==> src/rtl/descrambler_lock_ctrl.sv <==
// -----------------------------------------------------------------------------
// descrambler_lock_ctrl
//
// Lock-acquisition and loss-of-lock controller for a self-synchronising
// descrambler. It watches the descrambled symbol stream. While unlocked it
// commands seed reloads until LOCK_CNT consecutive idle matches are seen. It
// then declares lock. Once locked it monitors symbol errors per WINDOW-symbol
// window and drops lock when UNLOCK_ERR errors land inside one window.
//
// Optional feature macro: LOCK_CTRL_TIMEOUT_EN
//   When this macro is defined, a cycle counter bounds the time spent in
//   ACQUIRE to TIMEOUT cycles. On expiry it pulses io_timeout and falls back
//   to UNLOCKED. When the macro is undefined, ACQUIRE may persist indefinitely
//   and io_timeout is tied to 0.
//
// Parameters
//   LOCK_CNT    consecutive idle matches needed to lock       (2..255)
//   UNLOCK_ERR  errors within one window that force unlock    (1..WINDOW)
//   WINDOW      valid symbols per error-monitoring window     (2..255)
//   TIMEOUT     acquire timeout in clock cycles (macro build only)
//
// Ports
//   clock               rising-edge clock
//   reset               synchronous, active-high reset
//   io_rx_valid         a received symbol is present this cycle
//   io_rx_idle_match    symbol matched the idle pattern (qualified by valid)
//   io_rx_error         symbol was invalid (qualified by valid)
//   io_err_clr          clears io_err_count
//   io_seed_load        1-cycle pulse: reload descrambler state from the line
//   io_loc_rcvr_status  1 = descrambler locked
//   io_lock_state       0 UNLOCKED, 1 ACQUIRE, 2 LOCKED
//   io_err_count        saturating count of error symbols seen while locked
//   io_timeout          1-cycle pulse on acquire timeout
// -----------------------------------------------------------------------------
module descrambler_lock_ctrl #(
    parameter int LOCK_CNT   = 16,
    parameter int UNLOCK_ERR = 8,
    parameter int WINDOW     = 64,
    parameter int TIMEOUT    = 1024
) (
    input  logic       clock,
    input  logic       reset,
    input  logic       io_rx_valid,
    input  logic       io_rx_idle_match,
    input  logic       io_rx_error,
    input  logic       io_err_clr,
    output logic       io_seed_load,
    output logic       io_loc_rcvr_status,
    output logic [1:0] io_lock_state,
    output logic [7:0] io_err_count,
    output logic       io_timeout
);

    typedef enum logic [1:0] {
        UNLOCKED = 2'd0,
        ACQUIRE  = 2'd1,
        LOCKED   = 2'd2
    } lock_state_e;

    // Elaboration-time guard on the supported parameter ranges.
    if (LOCK_CNT < 2 || LOCK_CNT > 255 ||
        WINDOW < 2 || WINDOW > 255 ||
        UNLOCK_ERR < 1 || UNLOCK_ERR > WINDOW ||
        TIMEOUT < 1) begin : g_bad_params
        $error("descrambler_lock_ctrl: parameter out of supported range");
    end

    localparam logic [7:0] LOCK_LAST_C  = 8'(LOCK_CNT - 1);
    localparam logic [7:0] UNLOCK_ERR_C = 8'(UNLOCK_ERR);
    localparam logic [7:0] WINDOW_C     = 8'(WINDOW);

    lock_state_e state;
    logic [7:0]  match_cnt;
    logic [7:0]  win_cnt;
    logic [7:0]  win_err_cnt;
    logic [7:0]  err_count;
    logic        seed_load_q;
    logic        loc_status_q;

    // Symbol classification. Everything is qualified by io_rx_valid, so idle
    // cycles never move the symbol counters.
    logic       rx_good;
    logic       locked_err;
    logic [7:0] win_cnt_inc;
    logic [7:0] win_err_inc;
    logic       win_last;
    logic       err_limit;
    logic       to_hit;

    assign rx_good     = io_rx_valid & io_rx_idle_match & ~io_rx_error;
    assign locked_err  = (state == LOCKED) & io_rx_valid & io_rx_error;

    // The error on the last symbol of a window is counted before the wrap, so
    // the limit check uses the incremented values rather than the stored ones.
    assign win_cnt_inc = win_cnt + 8'd1;
    assign win_err_inc = win_err_cnt + {7'd0, io_rx_error};
    assign win_last    = (win_cnt_inc == WINDOW_C);
    assign err_limit   = io_rx_error & (win_err_inc == UNLOCK_ERR_C);

`ifdef LOCK_CTRL_TIMEOUT_EN
    localparam int              TO_W      = $clog2(TIMEOUT + 1);
    localparam logic [TO_W-1:0] TIMEOUT_C = TO_W'(TIMEOUT);

    logic [TO_W-1:0] to_cnt;
    logic            timeout_q;

    // Counts every cycle spent in ACQUIRE, valid symbol or not.
    assign to_hit = (state == ACQUIRE) && ((to_cnt + TO_W'(1)) == TIMEOUT_C);

    always_ff @(posedge clock) begin
        if (reset) begin
            to_cnt    <= '0;
            timeout_q <= 1'b0;
        end else begin
            timeout_q <= to_hit;
            if (state == ACQUIRE && !to_hit)
                to_cnt <= to_cnt + TO_W'(1);
            else
                to_cnt <= '0;
        end
    end

    assign io_timeout = timeout_q;
`else
    assign to_hit     = 1'b0;
    assign io_timeout = 1'b0;
`endif

    // NOTE: all state here is updated with non-blocking assignments so every
    // register samples the pre-edge values of its neighbours.
    always_ff @(posedge clock) begin
        if (reset) begin
            state        <= UNLOCKED;
            match_cnt    <= 8'd0;
            win_cnt      <= 8'd0;
            win_err_cnt  <= 8'd0;
            err_count    <= 8'd0;
            seed_load_q  <= 1'b0;
            loc_status_q <= 1'b0;
        end else begin
            // Pulses default low; each event raises them for one cycle only.
            seed_load_q <= 1'b0;

            // Error count clear wins over an increment, but an error on the
            // same cycle still counts as the first one after the clear.
            if (io_err_clr)
                err_count <= locked_err ? 8'd1 : 8'd0;
            else if (locked_err && err_count != 8'hFF)
                err_count <= err_count + 8'd1;

            case (state)
                UNLOCKED: begin
                    if (io_rx_valid) begin
                        state       <= ACQUIRE;
                        match_cnt   <= 8'd0;
                        seed_load_q <= 1'b1;
                    end
                end

                ACQUIRE: begin
                    if (to_hit) begin
                        state     <= UNLOCKED;
                        match_cnt <= 8'd0;
                    end else if (rx_good) begin
                        if (match_cnt == LOCK_LAST_C) begin
                            state        <= LOCKED;
                            loc_status_q <= 1'b1;
                            match_cnt    <= 8'd0;
                            win_cnt      <= 8'd0;
                            win_err_cnt  <= 8'd0;
                        end else begin
                            match_cnt <= match_cnt + 8'd1;
                        end
                    end else if (io_rx_valid) begin
                        // Any bad symbol restarts the run from a fresh seed.
                        match_cnt   <= 8'd0;
                        seed_load_q <= 1'b1;
                    end
                end

                LOCKED: begin
                    if (io_rx_valid) begin
                        if (err_limit) begin
                            state        <= UNLOCKED;
                            loc_status_q <= 1'b0;
                            win_cnt      <= 8'd0;
                            win_err_cnt  <= 8'd0;
                        end else if (win_last) begin
                            win_cnt     <= 8'd0;
                            win_err_cnt <= 8'd0;
                        end else begin
                            win_cnt     <= win_cnt_inc;
                            win_err_cnt <= win_err_inc;
                        end
                    end
                end

                default: begin
                    state        <= UNLOCKED;
                    loc_status_q <= 1'b0;
                end
            endcase
        end
    end

    assign io_seed_load       = seed_load_q;
    assign io_loc_rcvr_status = loc_status_q;
    assign io_lock_state      = state;
    assign io_err_count       = err_count;

endmodule

==> config.mk <==
export PLATFORM = sky130hd
export DESIGN_NAME = descrambler_lock_ctrl
export DESIGN_NICKNAME = d
export VERILOG_FILES = /design/src/rtl/descrambler_lock_ctrl.sv
export SDC_FILE = /design/constraint.sdc
export NUM_CORES = 1
export LEC_CHECK = 0
export ABC_AREA = 1
export CAP_MARGIN = 30
export CELL_PAD_IN_SITES_DETAIL_PLACEMENT = 0
export CELL_PAD_IN_SITES_GLOBAL_PLACEMENT = 1
export CORE_MARGIN = 2
export CORE_UTILIZATION = 35
export CTS_BUF_LIST = sky130_fd_sc_hd__clkbuf_8
export DETAILED_ROUTE_END_ITERATION = 10
export HOLD_SLACK_MARGIN = 0.08
export PLACE_DENSITY_LB_ADDON = 0.12
export SETUP_SLACK_MARGIN = 0.2
export SYNTH_ARGS = -nofsm -noshare
export SYNTH_HDL_FRONTEND = slang
export SYNTH_SLANG_ARGS = --single-unit
==> constraint.sdc <==
create_clock -name clock -period 1.9 [get_ports clock]
set_clock_uncertainty 0.15 [all_clocks]
set_input_delay 0.19 -clock clock [delete_from_list [all_inputs] [get_ports clock]]
set_output_delay 0.19 -clock clock [all_outputs]
set_load 0.02 [all_outputs]
=== Word-level counts from Yosys, hierarchy flattened ===
Cells that the tools add are included.

* Reduce and logical (&&, ||, !) cells: 8
* $add $sub $neg: 4
* Muxes and demuxes: 31
* Equality and inequality tests: 11
* Bitwise operators: 7

{| class="wikitable"
|+ Operators by type and width
! kind !! number
|-
| 2-to-1 mux 8 bit || 13
|-
| one-hot mux 8 bit (2 select lines) || 3
|-
| adder 8 x 1 -> 8 bit, second input constant || 3
|-
| equality test 8 x 4 -> 1 bit, second input constant || 2
|-
| 2-to-1 mux 2 bit || 5
|-
| inequality test 2 bit, second input constant || 5
|-
| AND reduction 5 bit || 2
|-
| adder 8 x 1 -> 8 bit || 1
|-
| equality test 8 x 7 -> 1 bit, second input constant || 1
|-
| inequality test 8 bit, second input constant || 1
|-
| 2-to-1 mux 1 bit || 7
|-
| one-hot mux 2 bit (3 select lines) || 1
|-
| nonzero test 2 bit || 3
|-
| bitwise AND 1 bit || 5
|-
| AND reduction 4 bit || 1
|-
| one-hot mux 1 bit (3 select lines) || 1
|-
| equality test 2 x 1 -> 1 bit, second input constant || 1
|-
| equality test 2 bit, second input constant || 1
|-
| zero test 2 bit || 1
|-
| NOT 1 bit || 2
|-
| one-hot mux 1 bit (2 select lines) || 1
|-
| logical AND 1 bit || 1
|}

* Output and inout bits: 13
* Bits of input ports: 6
* Register bits after elaboration: 36
* Logic and storage cells: 68

=== Logic depth before layout (Yosys ltp) ===
* Word-level depth: 6
* Depth in mapped cells: 13
* Depth with buffers taken out: 13

=== Least setup slack after synthesis ===
No wires, ideal clock.

* Kind: reg2reg
* Start: register win_err_cnt[0]
* End: register loc_status_q (netlist: io_loc_rcvr_status)
* Library setup time: 0.114 ns
* Arrival time: 1.656 ns
* Cell stages (with the launch flop): 13
* Clock period less this slack: 1.921 ns
* Required time: 1.636 ns
* Setup slack: -0.021 ns
* Cells stage by stage: dfxtp_1 > ha_1 > ha_1 > nor2_1 > nand2_1 > nor2_1 > nand2_1 > nor2_1 > nand3b_4 > nand2_4 > nand3_1 > nand3_1 > nand2_1

* Longest elaborated chain between the ends: 5

{| class="wikitable"
|+ Ends and longest elaborated chain
! element !! RTL line !! RTL
|-
| start: declaration || 75 || <nowiki>logic [7:0] win_err_cnt;</nowiki>
|-
| start signal: assignment || 193 || <nowiki>win_err_cnt <= win_err_inc;</nowiki>
|-
| adder 8 x 1 -> 8 bit || 96 || <nowiki>assign win_err_inc = win_err_cnt + {7'd0, io_rx_error};</nowiki>
|-
| equality test 8 x 4 -> 1 bit || 98 || <nowiki>assign err_limit = io_rx_error & (win_err_inc == UNLOCK_ERR_C);</nowiki>
|-
| bitwise AND 1 bit || 98 ||
|-
| inequality test 2 bit (no line) || -- ||
|-
| AND reduction 5 bit (no line) || -- ||
|-
| end signal: assignment || 139 || <nowiki>loc_status_q <= 1'b0;</nowiki>
|-
| end signal: assignment || 167 || <nowiki>loc_status_q <= 1'b1;</nowiki>
|-
| end signal: assignment || 185 || <nowiki>loc_status_q <= 1'b0;</nowiki>
|-
| end: declaration || 78 || <nowiki>logic loc_status_q;</nowiki>
|}

Every way passes these cells.
A chain may end at the register's enable or synchronous reset.

=== Final worst setup path ===
* Start: register win_err_cnt[0]
* End: register win_cnt[6]

* Longest elaborated chain between the ends: 6

{| class="wikitable"
|+ Ends and longest elaborated chain
! element !! RTL line !! RTL
|-
| adder 8 x 1 -> 8 bit || 96 ||
|-
| equality test 8 x 4 -> 1 bit || 98 ||
|-
| bitwise AND 1 bit || 98 ||
|-
| 2-to-1 mux 8 bit || 183 || <nowiki>if (err_limit) begin</nowiki>
|-
| 2-to-1 mux 8 bit || 182 || <nowiki>if (io_rx_valid) begin</nowiki>
|-
| one-hot mux 8 bit (2 select lines) || 151 || <nowiki>case (state)</nowiki>
|-
| end signal: assignment || 192 || <nowiki>win_cnt <= win_cnt_inc;</nowiki>
|-
| end: declaration || 74 || <nowiki>logic [7:0] win_cnt;</nowiki>
|}

Every way passes these cells. The select of a mux whose other input is x is not followed.

==> out/qor.txt <==
Status = completed
Top_reg_cell synth = dfxtp_1
WHS Endpoint = io_loc_rcvr_status
Initial antenna violation count = 0
DRT Pass-1 Iters = 4
Commonest non-fill, non-tap cell in the layout = nand2_1
PnR worst setup slack = 0.02886 ns
Reg clk slew, reported paths = 0.08 ns
CTS Sinks = 36
Cell variety after synth = 39
Die area = 6863 µm²
Hold Crit Depth = 2
Clock buffer depth = 2
Crit path max fanout = 4
WL per Instance = 12.76 µm
Die W = 82.85 µm
Largest net degree at the start of global routing = 25
Vias in the first global route = 2,190
GRT Residual Overflow = 0
Syn Area/Cell = 6.799 µm²
Sw power = 0.0006943 W
CTS tree = done
Total I/O pin count = 19
PortBufs = 17
Clock Latency Late Sink = 0.30 ns
Power Dens Cells = 651.0 nW/µm²
Core Util, Final = 53.78%
Clock power share = 34.1%
Multi-input gate area = 1553 µm²
ANT cells = 0
Power Internal = 0.001391 W
Cts bufs inserted = 5
CP Launch Type = flip-flop
First DRT Iteration DRCs = 69
R2r endpoint = win_cnt[6]
Maxcap violations = 0
Maximum clock rate = 534.4 MHz
Critical path arrival = 1.90 ns
Setup WS pre-CTS = -0.3851 ns
Critical path endpoint category = flip-flop
Post-CTS Hold Buffers = 0
Reg2Reg Launch Point = win_err_cnt[0]
Core area = 5956 µm²
Final hold slack = 0.3170 ns
Site row count = 28
Final Hold Fails = 0
Filler cells = 591
Synthesized area = 2176 µm²
Worst hold start = io_loc_rcvr_status
RSZ-0062 raised after global routing = true
FFs w/ async S/R, synth = 0%
CP Data Required Time = 1.92 ns
Vias/cell = 4.930
Leakage = 1.314 nW
Starting density of the core = 36.53%
First-pass GRT wire length = 9.942 mm
Switching portion of total power = 33.30%
Reg2Reg Depth = 12
Ratio of cells with drive above 1 in the final layout = 37.14%
Area delta synth->final = 47.21%
Reg2Reg Setup Slack = 0.03 ns
Worst Hold Class = flip-flop to flip-flop
Peak supply drop = 0.3568 mV
Final Cycle Share = 98.48%
Total GRT Usage = 17.53%
Count of flip-flops with a built-in enable after synthesis = 0
Most frequent cells in the layout = 77 x nand2_1, 39 x buf_4, 28 x inv_1
DR vias = 2,268
Routed WL = 5.868 mm
Synth warn = 0
Final setup vio count = 0
Root Driver = clkbuf_8
Net count, final = 395
Synth Instances = 320
Sequential fraction of design power = 39.4%
DR DRC count = 0
H-tree levels = 2
Register area = 740.7 µm²
Die Y = 82.85 µm
Final slew viol count = 0
Synthesis-stage register bit count = 36
Register area share after synthesis = 33.12%
Combinational power share = 26.5%
Post-DRT Antenna Nets = 0
Post-DP HPWL = 3.925 mm
Gpl congestion = 0.8002
Crit path kind = flip-flop to flip-flop
Syn nets = 331
Min Tclk post-route = 1.871 ns
==> kinds of logic after synthesis <==
group | synth area share (%)
compound gates | 13.23
xor+xnor | 2.013
fa+ha+maj | 2.875
buf+inv | 7.763
flops | 33.12
other cells | 0.1723
simple gates | 40.83
==> cell usage after synthesis, types with 2 or more instances <==
cell type	count	area [µm²]
a21oi_1	21	105.1
a22oi_1	2	15.01
o21ai_0	7	35.03
nand4_1	14	87.58
nor2_2	4	25.02
inv_1	30	112.6
a211oi_1	3	22.52
nand3_1	20	100.1
a21oi_2	7	61.31
dfxtp_1	36	720.7
clkbuf_1	4	15.01
buf_2	2	10.01
nor2_1	30	112.6
inv_2	4	15.01
nor3_1	4	20.02
nor2_4	3	33.78
nand2_1	90	337.8
nor3b_1	3	22.52
xor2_1	5	43.79
nand2_2	8	50.05
ha_1	5	62.56
==> registers in the layout, indices dropped and copies added (netlist names) <==
signal              flops
io_err_count            8
io_loc_rcvr_status      1
io_lock_state           2
io_seed_load            1
match_cnt               8
win_cnt                 8
win_err_cnt             8
==> worst max-delay path, cell delays in order, from the launching register on <==
cell and delay, ns:
dfxtp_2 0.36, ha_4 0.16, ha_4 0.16, nand3_4 0.10, nor2_4 0.13, buf_4 0.12, nand2_1 0.04, nand2_1 0.07
nand2_1 0.05, nor2_1 0.10, nand3_1 0.14, nand4_1 0.11, a21oi_1 0.06
==> metrics by stage <==
| stage | TNS, ns | total power, W | instances | instance area [µm²] |
|---|---|---|---|---|
| after global placement | -3.857 | 0.001325 | 434 | 2670 |
| final | 0 | 0.002085 | 460 | 3203 |
| after global routing | -0.8849 | 0.002183 | 460 | 3203 |
| after CTS | 0 | 0.002083 | 454 | 3028 |
| after detailed placement | -4.573 | 0.001321 | 434 | 2670 |
| after floorplan | 0 | 0.001142 | 320 | 2227 |
==> layer usage <==
layer  vias up  track usage [%]  share of wire (%)
met3         7            3.777                2.8
met5         -                0                  0
met1      1050            22.76                 48
met2        29            28.89                 49
li1       1182                -                  -
met4         0            5.812                1.0
==> layout make-up <==
type | count | share of cell area, %
multi-input cells | 241 | 48.48
flip-flops and latches | 36 | 23.13
repair buffers | 63 | 17.15
inverters | 36 | 4.570
well taps | 75 | 2.930
clock buffers | 5 | 2.148
clock inverters | 3 | 1.328
repair inverters | 1 | 0.2734
==> power groups by stage <==
stage | sequential [W] | combinational (W) | clock (W)
3_3_place_gp | 0.000835 | 0.000490 | 0
5_1_grt | 0.000827 | 0.000598 | 0.000758
6_report | 0.000821 | 0.000553 | 0.000712
3_5_place_dp | 0.000835 | 0.000486 | 0
4_1_cts | 0.000819 | 0.000539 | 0.000725
2_1_floorplan | 0.000865 | 0.000277 | 0
==> timing repair <==
item                                    4_1_cts  5_1_grt
buffers inserted                             11        6
endpoints found under the setup margin       27       30
resized for setup                            43       38
pin swaps                                    32       14
cloned                                        1        0
==> how the worst max path moves through the flow <==
stage | start | cells past startpoint | slack (ns) | end
final | win_err_cnt[0] | 12 | 0.03 | win_cnt[6]
after detailed placement | io_rx_error | 14 | -0.39 | io_lock_state[1]
after global routing | win_err_cnt[0] | 12 | -0.09 | win_cnt[4]
after global placement | io_rx_error | 14 | -0.32 | io_lock_state[1]
after CTS | win_err_cnt[0] | 12 | 0.06 | io_loc_rcvr_status
after floorplan | win_err_cnt[0] | 12 | 0.11 | io_lock_state[1]
Power figures use the tool's default switching activity.
